<file path="src/rtl/fcims_pkg.sv">
// Shared types for the FCIMS transaction sequencer: result codes, FSM states
// and the default datapath widths.
package fcims_pkg;

    localparam int CNT_W_DEF    = 4;
    localparam int UPRICE_W_DEF = 4;
    localparam int TOTAL_W_DEF  = CNT_W_DEF + UPRICE_W_DEF;

    typedef enum logic [1:0] {
        ST_OK       = 2'b00,
        ST_NO_STOCK = 2'b01,
        ST_NO_FUNDS = 2'b10,
        ST_OVERFLOW = 2'b11
    } status_e;

    typedef enum logic [1:0] {
        S_IDLE  = 2'b00,
        S_MUL   = 2'b01,
        S_CHECK = 2'b10,
        S_RESP  = 2'b11
    } state_e;

endpackage

</file>
<file path="src/rtl/fcims_txn_sequencer_if.sv">
// Request/response/status bundle between the FCIMS stations (master) and the
// transaction sequencer (slave).
interface fcims_txn_sequencer_if #(
    parameter int CNT_W    = fcims_pkg::CNT_W_DEF,
    parameter int UPRICE_W = fcims_pkg::UPRICE_W_DEF,
    parameter int TOTAL_W  = fcims_pkg::TOTAL_W_DEF
);
    logic                          init_valid;
    logic [CNT_W-1:0]              init_count;
    logic [TOTAL_W-1:0]            init_total;
    logic [1:0]                    req_valid;
    logic [1:0]                    req_op;
    logic [1:0][CNT_W-1:0]         req_ncell;
    logic [1:0][UPRICE_W-1:0]      req_uprice;
    logic [1:0]                    req_ready;
    logic                          resp_valid;
    logic                          resp_port;
    logic [1:0]                    resp_status;
    logic [TOTAL_W-1:0]            resp_price;
    logic [CNT_W-1:0]              count;
    logic [TOTAL_W-1:0]            total;
    logic                          empty;
    logic                          busy;

    modport master (
        output init_valid, init_count, init_total,
        output req_valid, req_op, req_ncell, req_uprice,
        input  req_ready, resp_valid, resp_port, resp_status, resp_price,
        input  count, total, empty, busy
    );

    modport slave (
        input  init_valid, init_count, init_total,
        input  req_valid, req_op, req_ncell, req_uprice,
        output req_ready, resp_valid, resp_port, resp_status, resp_price,
        output count, total, empty, busy
    );

endinterface

</file>
<file path="src/rtl/fcims_rr_arbiter2.sv">
// Two-port round-robin arbiter; the pointer remembers the last granted port
// and moves only when a grant is actually taken.
module fcims_rr_arbiter2 (
    input  logic       clk,
    input  logic       rst,
    input  logic [1:0] req_i,
    input  logic       advance_i,
    output logic [1:0] gnt_o,
    output logic       ptr_o
);

    logic last_q, last_d;

    always_comb begin
        gnt_o  = 2'b00;
        last_d = last_q;
        case (req_i)
            2'b01:   gnt_o = 2'b01;
            2'b10:   gnt_o = 2'b10;
            2'b11:   gnt_o = last_q ? 2'b01 : 2'b10;
            default: gnt_o = 2'b00;
        endcase
        if (advance_i && (gnt_o != 2'b00)) begin
            last_d = gnt_o[1];
        end
    end

    // Reset to "port 1 was last" so port 0 wins the first tie.
    always_ff @(posedge clk or posedge rst) begin
        if (rst) begin
            last_q <= 1'b1;
        end else begin
            last_q <= last_d;
        end
    end

    assign ptr_o = last_q;

endmodule

</file>
<file path="src/rtl/fcims_txn_sequencer.sv">
// Stock/cash transaction sequencer: arbitrates two stations and applies each
// sale/restock through a shared multiply -> check -> commit datapath.
//
//   state   | meaning
//   IDLE    | accept init load or grant one pending request
//   MUL     | form price = ncell * uprice
//   CHECK   | classify, commit count/total when OK
//   RESP    | one-cycle response pulse
module fcims_txn_sequencer
    import fcims_pkg::*;
#(
    parameter int CNT_W    = CNT_W_DEF,
    parameter int UPRICE_W = UPRICE_W_DEF,
    parameter int TOTAL_W  = TOTAL_W_DEF
) (
    input  logic                  clk,
    input  logic                  reset,
    fcims_txn_sequencer_if.slave  bus
);

    state_e                state_q, state_d;
    status_e               status_q, status_d, chk_status;
    logic                  op_q, op_d;
    logic                  port_q, port_d;
    logic [CNT_W-1:0]      ncell_q, ncell_d;
    logic [UPRICE_W-1:0]   uprice_q, uprice_d;
    logic [TOTAL_W-1:0]    price_q, price_d;
    logic [CNT_W-1:0]      count_q, count_d;
    logic [TOTAL_W-1:0]    total_q, total_d;
    logic [CNT_W:0]        cnt_add;
    logic [TOTAL_W:0]      tot_add;
    logic [1:0]            arb_req, gnt;
    logic                  rr_ptr_unused;

    // Requests are only visible to the arbiter when a grant can really be taken.
    assign arb_req = (state_q == S_IDLE && !bus.init_valid && !reset) ? bus.req_valid : 2'b00;

    fcims_rr_arbiter2 u_arb (
        .clk       (clk),
        .rst       (reset),
        .req_i     (arb_req),
        .advance_i (|arb_req),
        .gnt_o     (gnt),
        .ptr_o     (rr_ptr_unused)
    );

    always_comb begin
        cnt_add    = {1'b0, count_q} + {1'b0, ncell_q};
        tot_add    = {1'b0, total_q} + {1'b0, price_q};
        chk_status = ST_OK;
        if (op_q) begin
            if (ncell_q > count_q)         chk_status = ST_NO_STOCK;
            else if (tot_add[TOTAL_W])     chk_status = ST_OVERFLOW;
        end else begin
            if (price_q > total_q)         chk_status = ST_NO_FUNDS;
            else if (cnt_add[CNT_W])       chk_status = ST_OVERFLOW;
        end
    end

    always_comb begin
        state_d  = state_q;
        status_d = status_q;
        op_d     = op_q;
        port_d   = port_q;
        ncell_d  = ncell_q;
        uprice_d = uprice_q;
        price_d  = price_q;
        count_d  = count_q;
        total_d  = total_q;
        case (state_q)
            S_IDLE: begin
                if (bus.init_valid) begin
                    count_d = bus.init_count;
                    total_d = bus.init_total;
                end else if (gnt != 2'b00) begin
                    port_d   = gnt[1];
                    op_d     = bus.req_op[gnt[1]];
                    ncell_d  = bus.req_ncell[gnt[1]];
                    uprice_d = bus.req_uprice[gnt[1]];
                    state_d  = S_MUL;
                end
            end
            S_MUL: begin
                price_d = TOTAL_W'(ncell_q) * TOTAL_W'(uprice_q);
                state_d = S_CHECK;
            end
            S_CHECK: begin
                status_d = chk_status;
                if (chk_status == ST_OK) begin
                    if (op_q) begin
                        count_d = count_q - ncell_q;
                        total_d = tot_add[TOTAL_W-1:0];
                    end else begin
                        count_d = cnt_add[CNT_W-1:0];
                        total_d = total_q - price_q;
                    end
                end
                state_d = S_RESP;
            end
            S_RESP:  state_d = S_IDLE;
            default: state_d = S_IDLE;
        endcase
    end

    always_ff @(posedge clk or posedge reset) begin
        if (reset) begin
            state_q  <= S_IDLE;
            status_q <= ST_OK;
            op_q     <= 1'b0;
            port_q   <= 1'b0;
            ncell_q  <= '0;
            uprice_q <= '0;
            price_q  <= '0;
            count_q  <= '0;
            total_q  <= '0;
        end else begin
            state_q  <= state_d;
            status_q <= status_d;
            op_q     <= op_d;
            port_q   <= port_d;
            ncell_q  <= ncell_d;
            uprice_q <= uprice_d;
            price_q  <= price_d;
            count_q  <= count_d;
            total_q  <= total_d;
        end
    end

    assign bus.req_ready   = gnt;
    assign bus.resp_valid  = (state_q == S_RESP);
    assign bus.resp_port   = port_q;
    assign bus.resp_status = status_q;
    assign bus.resp_price  = price_q;
    assign bus.count       = count_q;
    assign bus.total       = total_q;
    assign bus.empty       = (count_q == '0);
    assign bus.busy        = (state_q != S_IDLE);

endmodule

</file>
<file path="src/flat_wrapper.sv">
// flat-port wrapper written by rule: the top's interface ports become plain ports
module fcims_txn_sequencer_flat import fcims_pkg::*;
#(
    parameter int CNT_W    = CNT_W_DEF,
    parameter int UPRICE_W = UPRICE_W_DEF,
    parameter int TOTAL_W  = TOTAL_W_DEF
)
  (clk, reset, bus_init_valid, bus_init_count, bus_init_total, bus_req_valid, bus_req_op, bus_req_ncell, bus_req_uprice, bus_req_ready, bus_resp_valid, bus_resp_port, bus_resp_status, bus_resp_price, bus_count, bus_total, bus_empty, bus_busy);
  fcims_txn_sequencer_if #(.CNT_W(CNT_W), .UPRICE_W(UPRICE_W), .TOTAL_W(TOTAL_W)) bus_i ();
  input  logic clk;
  input  logic reset;
  input wire logic [$bits(bus_i.init_valid)-1:0] bus_init_valid;
  input wire logic [$bits(bus_i.init_count)-1:0] bus_init_count;
  input wire logic [$bits(bus_i.init_total)-1:0] bus_init_total;
  input wire logic [$bits(bus_i.req_valid)-1:0] bus_req_valid;
  input wire logic [$bits(bus_i.req_op)-1:0] bus_req_op;
  input wire logic [$bits(bus_i.req_ncell)-1:0] bus_req_ncell;
  input wire logic [$bits(bus_i.req_uprice)-1:0] bus_req_uprice;
  output wire logic [$bits(bus_i.req_ready)-1:0] bus_req_ready;
  output wire logic [$bits(bus_i.resp_valid)-1:0] bus_resp_valid;
  output wire logic [$bits(bus_i.resp_port)-1:0] bus_resp_port;
  output wire logic [$bits(bus_i.resp_status)-1:0] bus_resp_status;
  output wire logic [$bits(bus_i.resp_price)-1:0] bus_resp_price;
  output wire logic [$bits(bus_i.count)-1:0] bus_count;
  output wire logic [$bits(bus_i.total)-1:0] bus_total;
  output wire logic [$bits(bus_i.empty)-1:0] bus_empty;
  output wire logic [$bits(bus_i.busy)-1:0] bus_busy;
  assign bus_i.init_valid = bus_init_valid;
  assign bus_i.init_count = bus_init_count;
  assign bus_i.init_total = bus_init_total;
  assign bus_i.req_valid = bus_req_valid;
  assign bus_i.req_op = bus_req_op;
  assign bus_i.req_ncell = bus_req_ncell;
  assign bus_i.req_uprice = bus_req_uprice;
  assign bus_req_ready = bus_i.req_ready;
  assign bus_resp_valid = bus_i.resp_valid;
  assign bus_resp_port = bus_i.resp_port;
  assign bus_resp_status = bus_i.resp_status;
  assign bus_resp_price = bus_i.resp_price;
  assign bus_count = bus_i.count;
  assign bus_total = bus_i.total;
  assign bus_empty = bus_i.empty;
  assign bus_busy = bus_i.busy;
  fcims_txn_sequencer #(.CNT_W(CNT_W), .UPRICE_W(UPRICE_W), .TOTAL_W(TOTAL_W)) u_core (.clk(clk), .reset(reset), .bus(bus_i));
endmodule
</file>
<file path="config.mk">
export PLATFORM = sky130hd
export DESIGN_NAME = fcims_txn_sequencer_flat
export DESIGN_NICKNAME = d
export VERILOG_FILES = /design/src/rtl/fcims_pkg.sv /design/src/rtl/fcims_txn_sequencer_if.sv /design/src/rtl/fcims_rr_arbiter2.sv /design/src/rtl/fcims_txn_sequencer.sv /design/src/flat_wrapper.sv
export SDC_FILE = /design/constraint.sdc
export NUM_CORES = 1
export LEC_CHECK = 0
export CAP_MARGIN = 20
export CELL_PAD_IN_SITES_DETAIL_PLACEMENT = 1
export CELL_PAD_IN_SITES_GLOBAL_PLACEMENT = 1
export CORE_MARGIN = 4
export CORE_UTILIZATION = 44
export DETAILED_ROUTE_END_ITERATION = 12
export DONT_BUFFER_PORTS = 1
export PLACE_DENSITY = 0.82
export SYNTH_ARGS = -nofsm -noshare
export SYNTH_HDL_FRONTEND = slang
export SYNTH_SLANG_ARGS = --single-unit
export TNS_END_PERCENT = 5
</file>
<file path="constraint.sdc">
create_clock -name clk -period 2.8 [get_ports clk]
set_input_delay 0.42 -clock clk [delete_from_list [all_inputs] [get_ports clk]]
set_output_delay 0.42 -clock clk [all_outputs]
set_load 0.05 [all_outputs]
</file>
# [After elaboration in Yosys (flattened, before gate mapping)]
# Cells that the tools add are included.
[classes] n_addsub=4 multipliers=1 div=0 magnitude_cmp=3 eq_ne=10 shift=0 muxes=25 bitwise=1 n_reduce_logical=15
[ops] cell="4-bit two-way mux" n=7
[ops] cell="8-bit two-way mux" n=3
[ops] cell="2-bit two-way mux" n=9
[ops] cell="8-bit one-hot mux with 2 select lines" n=1
[ops] cell="8-bit by 8-bit adder with 9-bit output" n=1
[ops] cell="2-bit == test, second input constant" n=4
[ops] cell="8-bit greater-than comparator" n=1
[ops] cell="4-bit by 4-bit multiplier with 8-bit output" n=1
[ops] cell="2-bit one-hot mux with 4 select lines" n=1
[ops] cell="4-bit one-hot mux with 2 select lines" n=1
[ops] cell="8-bit subtractor" n=1
[ops] cell="2-bit != test, second input constant" n=3
[ops] cell="2-bit one-hot mux with 3 select lines" n=1
[ops] cell="3-bit AND reduction" n=2
[ops] cell="2-bit nonzero test" n=3
[ops] cell="4-bit by 4-bit adder with 5-bit output" n=1
[ops] cell="2-bit by 1-bit == test with 1-bit output, second input constant" n=2
[ops] cell="4-bit greater-than comparator" n=1
[ops] cell="2-bit logical NOT" n=2
[ops] cell="4-bit logical NOT" n=1
[ops] cell="4-bit subtractor" n=1
[ops] cell="1-bit logical AND" n=3
[ops] cell="1-bit logical NOT" n=2
[ops] cell="1-bit by 2-bit < comparator with 1-bit output, second input constant" n=1
[ops] cell="other kinds (5)" n=6
[totals] ff_bits=35 latchBits=0 ram_bits=0 mem_bits_ro=0 in_bits=35 out_inout_bits=28 word_cells=69 memories=0

# [Logic depth before layout (Yosys ltp)]
[logic_depth] word_depth=10 ltp_mapped=11 ltp_nobuf=11

# [Hierarchy]
# A second synthesis with hierarchy kept.
[unflattened] cells_unflattened=345 area_unflattened_um2=3161.8
[by_module_without_submodules] mod="fcims_txn_sequencer" n_inst=1 cells_each=338 area_per_inst_um2=3101.7 seq_area_each_um2=850.8
[by_module_without_submodules] mod="fcims_rr_arbiter2" n_inst=1 cells_each=7 area_per_inst_um2=60.1 seq_area_each_um2=26.3

# [Worst setup path before layout]
# Ideal clock, no wire load.
[synth_path] path_type="reg2out" start="register u_core.u_arb.last_q, in the netlist u_core.u_arb.ptr_o" end="output bus_req_ready[1]" arrival_ns=2.667 required_ns=2.380 path_slack_ns=-0.287 stages_incl_launch_ff=5 n_path_buf=1 cell_sequence="dfstp_2 > o21ai_0 > buf_1 > nor3_1 > nor2b_1"
[synth_via] elab_chain_cells=2
[synth_rtl] item="from (decl)" line="fcims_rr_arbiter2.sv:12" source="logic last_q, last_d;"
[synth_rtl] item="from (signal assigned)" line="fcims_rr_arbiter2.sv:33" source="last_q <= last_d;"
[synth_rtl] item="2-bit two-way mux" line="fcims_rr_arbiter2.sv:20" source="2'b11: gnt_o = last_q ? 2'b01 : 2'b10;"
[synth_rtl] item="2-bit one-hot mux with 3 select lines" line="fcims_rr_arbiter2.sv:17" source="case (req_i)"
[synth_rtl] item="to (decl)" line="flat_wrapper.sv:19" source="output wire logic [$bits(bus_i.req_ready)-1:0] bus_req_ready;"
# Every way passes these cells.

# [Final worst setup path]
[layout_path] start="register u_core.ncell_q[0]" end="register u_core.total_q[6], in the netlist u_core.bus.total[6]"
[layout_via] elab_chain_cells=7
[layout_rtl] item="from (decl)" line="fcims_txn_sequencer.sv:25" source="logic [CNT_W-1:0] ncell_q, ncell_d;"
[layout_rtl] item="from (signal assigned)" line="fcims_txn_sequencer.sv:121" source="ncell_q <= ncell_d;"
[layout_rtl] item="4-bit by 4-bit adder with 5-bit output" line="fcims_txn_sequencer.sv:48" source="cnt_add = {1'b0, count_q} + {1'b0, ncell_q};"
[layout_rtl] item="2-bit two-way mux" line="fcims_txn_sequencer.sv:56" source="else if (cnt_add[CNT_W]) chk_status = ST_OVERFLOW;"
[layout_rtl] item="2-bit two-way mux" line="fcims_txn_sequencer.sv:55" source="if (price_q > total_q) chk_status = ST_NO_FUNDS;"
[layout_rtl] item="2-bit two-way mux (*)" line="fcims_txn_sequencer.sv:51" source="if (op_q) begin"
[layout_rtl] item="2-bit logical NOT (*)" line="fcims_txn_sequencer.sv:89" source="if (chk_status == ST_OK) begin"
[layout_rtl] item="2-bit by 1-bit != test with 1-bit output (no source line) (*)"
[layout_rtl] item="3-bit AND reduction (no source line) (*)"
[layout_rtl] item="to (signal assigned)" line="fcims_txn_sequencer.sv:125" source="total_q <= total_d;"
[layout_rtl] item="to (decl)" line="fcims_txn_sequencer.sv:29" source="logic [TOTAL_W-1:0] total_q, total_d;"
# Every way passes the cells marked *; elsewhere a longest branch is shown, timed or not.
# A chain may end at the register's enable or synchronous reset.

==> results by group <==
Finish
  • Antenna diodes: 0
  • Area Overhead vs Synth: 22.91%
  • Register area: 877.1 um2
  • Layout Nets: 485
  • Area occupied by multi-input gates: 2181 um2
  • Filler Cell Count: 800
  • Share of cells above drive strength 1: 23.63%
  • Final Cell Area: 3832 um2

Timing
  • Worst Max-Slew Pin Slew: 0.9129 ns
  • PnR worst setup slack: 0.003781 ns
  • # setup viols final: 0
  • Fin Clk Skew: 0.01063 ns
  • Fin. max-slew vios: 0
  • RSZ-0062 raised after global routing: true
  • Relative slew slack: 38.50%
  • Worst hold slack: 0.1110 ns
  • Final Hold Fails: 0
  • Tcrit/Tclk final: 99.86%
  • Shortest period the worst path allows: 2.796 ns
  • Fmax: 0.3576 GHz

Yosys
  • Ys async rst share: 100.0%
  • Synth Instances: 354
  • Register bit total from synthesis: 35
  • Post-synth cell types: 53
  • Post-synthesis sequential area ratio: 28.13%
  • Synth warn: 0
  • Synth Area per Inst: 8.808 um2
  • Post-synth EDFFs: 0
  • Post-Syn Area: 3118 um2
  • Post-synth top flop: dfrtp_1
  • Mapped Nets: 438

Placed design
  • Placed instance area: 3571 um2
  • Pre-CTS setup slack: -0.1012 ns
  • IO Port Bufs: 0
  • Routability cong.: 0.8882
  • Hpwl dp: 7375 um

Setup path
  • Crit path capture type: flop
  • Crit-path max FO: 6
  • Crit-path slowest cell: dfrtp_1
  • WS Path Type: flop to flop
  • CP startpoint kind: flop
  • Reg2reg path depth: 9
  • Arrival time worst endpoint: 2.99 ns
  • CP Cell Sequence: buf_4 > ha_1 > fa_1 > a221o_1 > a2111oi_4 > a211oi_4 > or2_4 > buf_4 > o31ai_1
  • Crit path required time: 2.99 ns
  • Crit-path most repeated cell: buf_4
  • Slowest stage delay, CP: 0.40 ns

Floorplanning
  • I/O pin count: 63
  • Die H: 92.18 um
  • Initial core utilization: 45.64%
  • Die footprint: 8497 um2
  • Site Rows: 30
  • Core footprint: 6832 um2
  • DIE WIDTH: 92.18 um

Clock tree
  • Num Clock Sinks: 35
  • Clk buf depth: 2
  • CTS H-tree lvls: 2
  • CTS Buf Count: 5
  • CTS tree: built
  • Root Buffer: clkbuf_8
  • CTS clk-pin slew, worst paths: 0.09 ns
  • Worst-Skew Late Latency: 0.30 ns

Route
  • DR WL/cell: 20.17 um
  • Vias: 2,857
  • Detailed Route WL: 10,040 um
  • Pre-antenna DRT Iters: 4
  • DRC viols: 0
  • DRT antenna net count: 0
  • Routed vias/inst: 5.737
  • Starting DRT DRC Count: 120

Flow run
  • Number of max-cap violations: 0

GRT
  • Initial antenna violation count: 0
  • Vias in the first global route: 3,071
  • Largest net degree at the start of global routing: 36
  • Wire length of the first global-routing pass: 15,330 um
  • GRT overflow: 0
  • GRT Overall Usage: 22.51%

Worst hold path
  • Min-Delay Path Class: input pin to async pin

Status
  • Outcome: finished, final reports clean
==> cell usage in the layout (no fill, tap or decap), types with 11 or more instances in the layout <==
cell type and n:
buf_4 51, ha_1 40, nor2_1 39, dfrtp_1 34, inv_1 32, a21oi_1 24
o21ai_0 23, nand2_1 17, and2_1 14, mux2i_1 11
==> cell usage after synthesis, drive strengths merged (2+ instances only) <==
library cell | number | area [um2]
ha | 41 | 513.0
nor2 | 39 | 146.4
dfrtp | 34 | 850.8
inv | 32 | 120.1
a21oi | 28 | 140.1
o21ai | 24 | 120.1
nand2 | 18 | 67.56
and2 | 14 | 87.58
mux2i | 12 | 120.1
clkbuf | 10 | 38.78
nor2b | 9 | 56.30
fa | 8 | 160.2
nor3 | 8 | 40.04
mux2 | 7 | 93.84
xnor2 | 7 | 61.31
a2111oi | 6 | 60.05
a211oi | 6 | 50.05
nand2b | 5 | 31.28
or2 | 4 | 27.53
or3 | 4 | 25.02
a21o | 3 | 22.52
buf | 3 | 20.01
o21a | 3 | 22.52
o21bai | 3 | 22.52
o31ai | 3 | 22.52
a221oi | 2 | 17.52
a31oi | 2 | 12.51
nand3 | 2 | 10.01
nor4 | 2 | 12.51
==> critical path: cells and delay by family (launching register included) <==
kind | cells | cell delay (ns)
buffers and inverters | 2 | 0.33
flip-flops | 1 | 0.40
adder cells (fa/ha/maj) | 2 | 0.60
AND/OR/NAND/NOR | 1 | 0.31
AO/OA/AOI/OAI | 4 | 1.06
==> cell type report <==
| type | count | share of cell area [%] |
|---|---|---|
| clock buffers | 5 | 1.796 |
| repair buffers | 52 | 10.28 |
| well taps | 96 | 3.134 |
| flip-flops and latches | 35 | 22.89 |
| clock inverters | 3 | 1.763 |
| multi-input cells | 274 | 56.90 |
| inverters | 33 | 3.232 |
==> cells by family (layout without fill, tap and decap cells) <==
kind of cell / Yosys count / count (layout) / share of synthesized area, %
mux: 19 / 19 / 6.862
xor+xnor: 8 / 8 / 2.247
fa+ha+maj: 49 / 49 / 21.59
simple gates: 107 / 108 / 16.69
compound gates: 90 / 90 / 18.62
buf+inv: 46 / 93 / 5.858
flops: 35 / 35 / 28.13
==> flip-flops by register name, indices dropped and copies added, names as in the netlist <==
register and flops:
u_core.bus.count 4, u_core.bus.resp_port 1, u_core.bus.resp_price 8, u_core.bus.resp_status 2, u_core.bus.total 8, u_core.ncell_q 4
u_core.op_q 1, u_core.state_q 2, u_core.u_arb.ptr_o 1, u_core.uprice_q 4
==> routing by layer <==
| layer | up-vias | share of wire, % | global-route usage [%] |
|---|---|---|---|
| met5 | - | 0 | 0 |
| met4 | 0 | 2.6 | 5.446 |
| met3 | 23 | 4.1 | 3.445 |
| met2 | 94 | 53 | 42.03 |
| met1 | 1416 | 40 | 26.84 |
| li1 | 1324 | - | - |
==> through the flow <==
step,setup TNS (ns),std cells,util (%)
CTS,-0.001672,495,54.62
detailed placement,-0.1157,487,52.27
floorplan,-1.303,354,-
global placement,0,487,52.27
finish,0,498,56.10
global route,-0.3042,498,56.10
==> timing repair <==
action | in CTS | in global routing
gates cloned | 0 | 1
endpoints found under the setup margin | 7 | 13
pin swaps | 6 | 4
setup buffers | 0 | 2
hold buffers | 0 | 0
resized for setup | 4 | 20
==> final timing paths <==
kind	slack [ns]	to	start
worst max-delay path	0.004	u_core.bus.total[6]	u_core.ncell_q[0]
worst min-delay path	0.11	u_core.bus.count[2]	reset
worst max register to register	0.004	u_core.bus.total[6]	u_core.ncell_q[0]
worst min register to register	0.53	u_core.u_arb.ptr_o	u_core.u_arb.ptr_o
max in group asynchronous	2.34	u_core.u_arb.ptr_o	reset
min in group clk	0.32	u_core.bus.total[0]	bus_init_total[0]
Power is left out: the tool's default activity adds up to more than one toggle a clock period on the data nets, which glitch-free logic cannot reach.
